<file path="config.mk">
export PLATFORM = sky130hd
export DESIGN_NAME = multiport_reg_file
export DESIGN_NICKNAME = d
export VERILOG_FILES = /design/src/rtl/multiport_reg_file_pkg.sv /design/src/rtl/multiport_reg_file_read_port.sv /design/src/rtl/multiport_reg_file.sv
export SDC_FILE = /design/constraint.sdc
export NUM_CORES = 1
export LEC_CHECK = 0
export CAP_MARGIN = 30
export CELL_PAD_IN_SITES_DETAIL_PLACEMENT = 2
export CELL_PAD_IN_SITES_GLOBAL_PLACEMENT = 2
export CORE_MARGIN = 1
export CORE_UTILIZATION = 25
export DETAILED_ROUTE_END_ITERATION = 6
export GPL_TIMING_DRIVEN = 1
export PLACE_DENSITY_LB_ADDON = 0.1
export SLEW_MARGIN = 0
export SYNTH_ARGS = -nofsm -noshare
export SYNTH_HDL_FRONTEND = slang
export SYNTH_SLANG_ARGS = --single-unit
</file>
<file path="constraint.sdc">
create_clock -name clk -period 3.78 [get_ports clk]
set_input_delay 0.756 -clock clk [delete_from_list [all_inputs] [get_ports clk]]
set_output_delay 0.756 -clock clk [all_outputs]
set_load 0.02 [all_outputs]
</file>
<file path="src/rtl/multiport_reg_file_pkg.sv">
// Shared types and default sizing for the multiport register file.
// The top level and its read-port sub-module both import this package.
package multiport_reg_file_pkg;

    localparam int DEFAULT_WIDTH = 16;
    localparam int DEFAULT_DEPTH = 16;

    typedef enum logic {
        IDLE  = 1'b0,
        CLEAR = 1'b1
    } state_e;

endpackage

</file>
<file path="src/rtl/multiport_reg_file_read_port.sv">
// One combinational read port: address decode, entry-0 masking, write bypass
// and enable gating. It holds no state; storage arrives flattened from the top.
module reg_file_read_port
    import multiport_reg_file_pkg::*;
#(
    parameter int WIDTH   = DEFAULT_WIDTH,
    parameter int DEPTH   = DEFAULT_DEPTH,
    parameter int BYPASS  = 1,
    parameter int ZERO_R0 = 0,
    localparam int AW     = $clog2(DEPTH)
) (
    input  logic                   rd_en,
    input  logic [AW-1:0]          rd_addr,
    input  logic [DEPTH*WIDTH-1:0] mem_flat,
    input  logic                   fwd_en,
    input  logic [AW-1:0]          wr_addr,
    input  logic [WIDTH-1:0]       wr_data,
    output logic [WIDTH-1:0]       rd_data
);

    logic [WIDTH-1:0] stored;
    logic [WIDTH-1:0] selected;

    // NOTE: every variable gets a default before any condition, so no latch is inferred.
    always_comb begin
        stored   = '0;
        selected = '0;
        for (int i = 0; i < DEPTH; i++) begin
            if (rd_addr == AW'(i)) begin
                stored = mem_flat[i*WIDTH +: WIDTH];
            end
        end
        selected = stored;
        if (BYPASS != 0 && fwd_en && wr_addr == rd_addr) begin
            selected = wr_data;
        end
        // Entry 0 masking wins over the bypass path as well.
        if (ZERO_R0 != 0 && rd_addr == '0) begin
            selected = '0;
        end
        rd_data = rd_en ? selected : '0;
    end

endmodule

</file>
<file path="src/rtl/multiport_reg_file.sv">
// One-write, two-read register file with same-cycle bypass, optional hard-zero
// entry 0 and a one-entry-per-cycle bulk clear sweep that blocks writes.
module multiport_reg_file
    import multiport_reg_file_pkg::*;
#(
    parameter int WIDTH   = DEFAULT_WIDTH,
    parameter int DEPTH   = DEFAULT_DEPTH,
    parameter int BYPASS  = 1,
    parameter int ZERO_R0 = 0,
    localparam int AW     = $clog2(DEPTH)
) (
    input  logic             clk,
    input  logic             rst,
    input  logic             wr_en,
    input  logic [AW-1:0]    wr_addr,
    input  logic [WIDTH-1:0] wr_data,
    input  logic             rd_en1,
    input  logic [AW-1:0]    rd_addr1,
    output logic [WIDTH-1:0] rd_data1,
    input  logic             rd_en2,
    input  logic [AW-1:0]    rd_addr2,
    output logic [WIDTH-1:0] rd_data2,
    input  logic             clr_req,
    output logic             busy,
    output logic             wr_drop
);

    logic [WIDTH-1:0]       mem_q [DEPTH];
    logic [WIDTH-1:0]       mem_d [DEPTH];
    state_e                 state_q, state_d;
    logic [AW-1:0]          cnt_q, cnt_d;
    logic                   wr_drop_q, wr_drop_d;
    logic                   wr_accept;
    logic [DEPTH*WIDTH-1:0] mem_flat;

    assign busy      = (state_q == CLEAR);
    assign wr_accept = wr_en && !busy;
    assign wr_drop   = wr_drop_q;

    always_comb begin
        mem_d     = mem_q;
        state_d   = state_q;
        cnt_d     = cnt_q;
        wr_drop_d = wr_en && busy;
        case (state_q)
            IDLE: begin
                if (wr_accept && !(ZERO_R0 != 0 && wr_addr == '0)) begin
                    mem_d[wr_addr] = wr_data;
                end
                // A write in the same cycle still commits; the sweep zeroes it later.
                if (clr_req) begin
                    state_d = CLEAR;
                    cnt_d   = '0;
                end
            end
            CLEAR: begin
                mem_d[cnt_q] = '0;
                if (cnt_q == AW'(DEPTH - 1)) begin
                    state_d = IDLE;
                    cnt_d   = '0;
                end else begin
                    cnt_d = cnt_q + AW'(1);
                end
            end
            default: begin
                state_d = IDLE;
                cnt_d   = '0;
            end
        endcase
    end

    // NOTE: sequential state uses non-blocking assignments only, so every flop samples pre-edge values.
    always_ff @(posedge clk) begin
        if (rst) begin
            // NOTE: storage is plain flops and must read zero after reset, so every entry is reset.
            for (int i = 0; i < DEPTH; i++) begin
                mem_q[i] <= '0;
            end
            state_q   <= IDLE;
            cnt_q     <= '0;
            wr_drop_q <= 1'b0;
        end else begin
            mem_q     <= mem_d;
            state_q   <= state_d;
            cnt_q     <= cnt_d;
            wr_drop_q <= wr_drop_d;
        end
    end

    always_comb begin
        mem_flat = '0;
        for (int i = 0; i < DEPTH; i++) begin
            mem_flat[i*WIDTH +: WIDTH] = mem_q[i];
        end
    end

    reg_file_read_port #(
        .WIDTH  (WIDTH),
        .DEPTH  (DEPTH),
        .BYPASS (BYPASS),
        .ZERO_R0(ZERO_R0)
    ) u_rd_port1 (
        .rd_en   (rd_en1),
        .rd_addr (rd_addr1),
        .mem_flat(mem_flat),
        .fwd_en  (wr_accept),
        .wr_addr (wr_addr),
        .wr_data (wr_data),
        .rd_data (rd_data1)
    );

    reg_file_read_port #(
        .WIDTH  (WIDTH),
        .DEPTH  (DEPTH),
        .BYPASS (BYPASS),
        .ZERO_R0(ZERO_R0)
    ) u_rd_port2 (
        .rd_en   (rd_en2),
        .rd_addr (rd_addr2),
        .mem_flat(mem_flat),
        .fwd_en  (wr_accept),
        .wr_addr (wr_addr),
        .wr_data (wr_data),
        .rd_data (rd_data2)
    );

endmodule

</file>
* Word-level counts from Yosys, hierarchy flattened
Index checks and enable logic that the tools add are counted.
Cells by class: $lt $le $gt $ge 4, bitwise operators 5, equal/unequal tests 35, mux-type cells 49, $add $sub $neg 1, reductions and logical operators 9
Operators with widths (number):
- 2-to-1 mux 16 bit | 38
- case mux 256 bit (2 select lines) | 1
- bitwise AND 256 bit | 1
- bitwise mux 256 bit | 1
- 2-to-1 mux 256 bit | 1
- inverter 256 bit | 1
- demux 16 bit (select 4 bit) | 2
- equality test 4 bit, second input constant | 17
- equality test 4 x 3 -> 1 bit, second input constant | 8
- equality test 4 x 2 -> 1 bit, second input constant | 4
- greater-or-equal comparator 5 bit, second input constant | 2
- less-than comparator 5 x 1 -> 1 bit, second input constant | 2
- inverter 4 -> 5 bit | 2
- equality test 4 x 1 -> 1 bit, second input constant | 2
- equality test 4 bit | 2
- logical NOT 4 bit | 2
- 2-to-1 mux 4 bit | 2
- case mux 4 bit (2 select lines) | 1
- logical AND 1 bit | 6
- adder 4 x 1 -> 4 bit, second input constant | 1
- 2-to-1 mux 1 bit | 2
- inequality test 2 x 1 -> 1 bit, second input constant | 1
- inequality test 2 bit, second input constant | 1
- case mux 1 bit (2 select lines) | 1
- 2 further kinds | 2
Storage, ports and cells: output and inout port bits 34, bits in registers 262

* Logic depth before layout (Yosys ltp)
word-level depth 19, depth in mapped cells 9

* Modules after synthesis
Synthesis repeated with hierarchy kept, for this count alone.
Second synthesis, totals: cell total of the unflattened synthesis 1982, area total of the unflattened synthesis 16577.1 µm²
By module, submodules not included:
- multiport_reg_file | area each 9870.7 µm², cells each 992, seq. area each 5245.0 µm², times used 1
- reg_file_read_port | area each 3353.2 µm², cells each 495, seq. area each 0.0 µm², times used 2

* Worst setup path after synthesis
OpenSTA, ideal clock, no wires.
kind in2out, from input wr_addr[0], to output rd_data2[3], data required time 3.024 ns, stages on the path 7, path slack 0.459 ns, arrival time 2.565 ns, buffers on the path 2, cells stage by stage buf_4 xor2_1 or2_1 clkbuf_1 nor2_2 a221oi_1 a2111oi_1
On the way: cells in the longest elaborated chain, start to end 4
RTL lines:
- start: declaration | RTL line multiport_reg_file.sv:15 | input logic [AW-1:0] wr_addr,
- equality test 4 bit | RTL line multiport_reg_file_read_port.sv:34 | if (BYPASS != 0 && fwd_en && wr_addr == rd_addr) begin
- logical AND 1 bit | RTL line multiport_reg_file_read_port.sv:34
- 2-to-1 mux 16 bit | RTL line multiport_reg_file_read_port.sv:34
- 2-to-1 mux 16 bit | RTL line multiport_reg_file_read_port.sv:41 | rd_data = rd_en ? selected : '0;
- end: declaration | RTL line multiport_reg_file.sv:22 | output logic [WIDTH-1:0] rd_data2,
No other way between the ends.

* Worst setup path after layout
from input rd_addr2[0], to output rd_data2[3]
On the way: cells in the longest elaborated chain, start to end 19, elaborated cells between the ends (all ways) 36
RTL lines:
- start: declaration | RTL line multiport_reg_file.sv:21 | input logic [AW-1:0] rd_addr2,
- logical NOT 4 bit | RTL line multiport_reg_file_read_port.sv:29 | if (rd_addr == AW'(i)) begin
- 2-to-1 mux 16 bit (16 in a row) | RTL line multiport_reg_file_read_port.sv:29
- 2-to-1 mux 16 bit * | RTL line multiport_reg_file_read_port.sv:34
- 2-to-1 mux 16 bit * | RTL line multiport_reg_file_read_port.sv:41
Every way passes the cells marked *; elsewhere a longest branch is shown, timed or not.

==> flow_summary.toml <==
[outcome]
status = "finished with violations"
violations = "DRC"

[routing]
via_count = 17100
drc = 6
vias_per_cell = 5.96
drt-initial-drc-count = 1567
ant_nets = 0
firstDrtPassIters = 7
routed_wl_um = 96800
wire_per_inst_um = 33.7

[cells_and_area]
drive_gt1_share_pct = 26.8
multi_input_area_um2 = 9060
final-seq-area_um2 = 5250
stdcell_count = 2872
nets = 2108
fin_area_um2 = 20200
syn_to_final_growth_pct = 34.5
final_util_pct = 34.2
nFillCells = 6656

[timing]
min_period_ns = 3.75
rsz0062_at_grt = "false"
slew_viol_final = 0
skew_ns = 0.0269
setup_violations = 0
fmax_mhz = 267
worstMarginPinSlew_ns = 0.959
relSlewSlack_pct = 36.0
finalHoldViolCount = 0
hold-worst-slack_ns = 0.517
period_share_pct = 99.1

[logic_synthesis]
synth_cells = 1818
ys_seq_area_share_pct = 34.8
synth_area_um2 = 15100
syn_nets = 1856
async_flop_share_pct = 0
yosysUniqueCellTypes = 82
synth_seq_cells = 262
avgSynthCellArea_um2 = 8.28
synth_warnings = 0
yosys_most_used_dff = "dfxtp_1"
synth-edff-count = 0

[die]
core_um2 = 59200
die_x_um = 247
initial_core_util_pct = 25.4
num_rows = 89
io_pins = 68
die_y_um = 247
die-area_um2 = 61200

[cts]
post-cts-setup-buffer-count = 0
htree_levels = 2
cts_buffer_depth = 3
numClockSinks = 262
cts_tree = "yes"
clk-insertion-delay-late_ns = 0.58
clkTransAtPathRegs_ns = 0.06
root_buffer = "clkbuf_16"
numCtsBuffers = 36

[critical_path]
cp-start-kind = "input port"
arrival_ns = 2.99
critPathKind = "in2out"
worstPathRequired_ns = 3.02
critPathMaxFanout = 7
endpoint_kind = "output pin"

[placement]
portBuffers = 67
hpwl_um = 72100
place_inst = 2805
dpl-instance-area_um2 = 18800
finalWeightedCongestion = 0.960

[grt]
grt_max_degree = 119
antenna_found_initial = 2
gr-total-overflow = 0
track_usage_pct = 31.4
grt_pass1_wl_um = 137000
grt_pass1_vias = 17600

[power_and_ir_drop]
p_total_mw = 7.97
pwr_density_cell_nw_per_um2 = 394
leakagePower_nw = 7.45
ir_drop_mv = 0.213

[min_path]
min-delay-path-class = "reg2reg"

[flow_run]
maxCapViolCount = 0
## kinds of logic after synthesis
kind of cell	Yosys count	synth area share, %
adder cells (fa/ha/maj)	4	0.333
flip-flops	262	34.8
AND/OR/NAND/NOR	561	17.3
AO/OA/AOI/OAI	654	31.6
multiplexers	108	8.87
XOR/XNOR	8	0.466
buffers and inverters	221	6.59
## power by group
group	switching [mW]	internal, mW
clock	1.51	2.39
sequential	0.0332	2.79
combinational	0.788	0.460
total	2.33	5.64
## sequential cells by signal, summed over array words and instances, names as in the netlist
| signal | cells |
|---|---|
| mem_flat | 256 |
| wr_drop | 1 |
| busy | 1 |
| cnt_q | 4 |
## Yosys cell counts, types with 19 or more instances
library cell,number,share of area [%]
a21oi_1,76,2.5
a22oi_1,288,14
a31oi_1,20,0.83
buf_2,74,2.5
clkbuf_1,100,2.5
dfxtp_1,262,35
mux2_2,43,3.2
mux2i_1,49,3.3
nand2_1,79,2.0
nand2b_1,28,1.2
nor2_1,324,8.1
nor2b_1,27,1.1
o211ai_1,20,1.0
o21ai_0,69,2.3
o221ai_1,19,1.1
o22ai_1,20,0.83
## routing by layer
layer	vias to the layer above	routed length (µm)	global-route usage, %
met5	-	0	0
met4	0	3570	11.3
met3	152	5650	3.94
met2	643	42600	49.0
met1	8987	44900	44.2
li1	7330	-	-
## area by class of cell
type | count | share of cell area (%)
multi-input combinational | 1335 | 44.8
sequential | 262 | 25.9
timing repair buffer | 412 | 17.6
clock buffer | 46 | 5.04
tap | 773 | 4.78
clock inverter | 19 | 1.45
inverter | 23 | 0.427
antenna | 2 | 0.0247
## worst paths after layout
path / cells past startpoint / startpoint / slack, ns / end
worst min-delay path: 2 / mem_flat[230]$_SDFFE_PP0P_ / 0.52 / mem_flat[230]$_SDFFE_PP0P_
worst min register to register: 2 / mem_flat[230]$_SDFFE_PP0P_ / 0.52 / mem_flat[230]$_SDFFE_PP0P_
worst max register to register: 6 / busy$_SDFF_PP0_ / 1.45 / mem_flat[1]$_SDFFE_PP0P_
worst max-delay path: 8 / rd_addr2[0] / 0.03 / rd_data2[3]
## critical path: stages
cell and delay [ns]:
buf_4 0.18, buf_12 0.14, clkinv_1 0.19, a22o_1 0.29
a221oi_1 0.69, a31o_2 0.30, a2111oi_1 0.11, dlygate4sd1_1 0.33
## per-stage QoR
step | setup WS, ns | TNS (ns)
4_1_cts | -0.231 | -0.231
5_1_grt | 0.00433 | 0
3_3_place_gp | -0.454 | -6.66
2_1_floorplan | 0.459 | 0
3_5_place_dp | -0.512 | -7.65
6_report | 0.0346 | 0
## cell usage in the layout, fill, tap and decap left out, types with 37 or more instances in the layout
| cell | Yosys | routed |
|---|---|---|
| a21oi_1 | 76 | 73 |
| a22oi_1 | 288 | 286 |
| buf_4 | 14 | 316 |
| clkbuf_16 | 0 | 37 |
| dfxtp_1 | 262 | 262 |
| mux2_2 | 43 | 43 |
| mux2i_1 | 49 | 47 |
| nand2_1 | 79 | 78 |
| nor2_1 | 324 | 318 |
| o21ai_0 | 69 | 68 |
## what timing repair did
action | 4_1_cts | 5_1_grt
resized for setup | 60 | 48
setup endpoints to repair | 31 | 23
hold buffers | 0 | 0
pin swaps | 0 | 0
hold endpoints to repair | 0 | 0
Note: power is estimated with default switching activity, not from simulation.
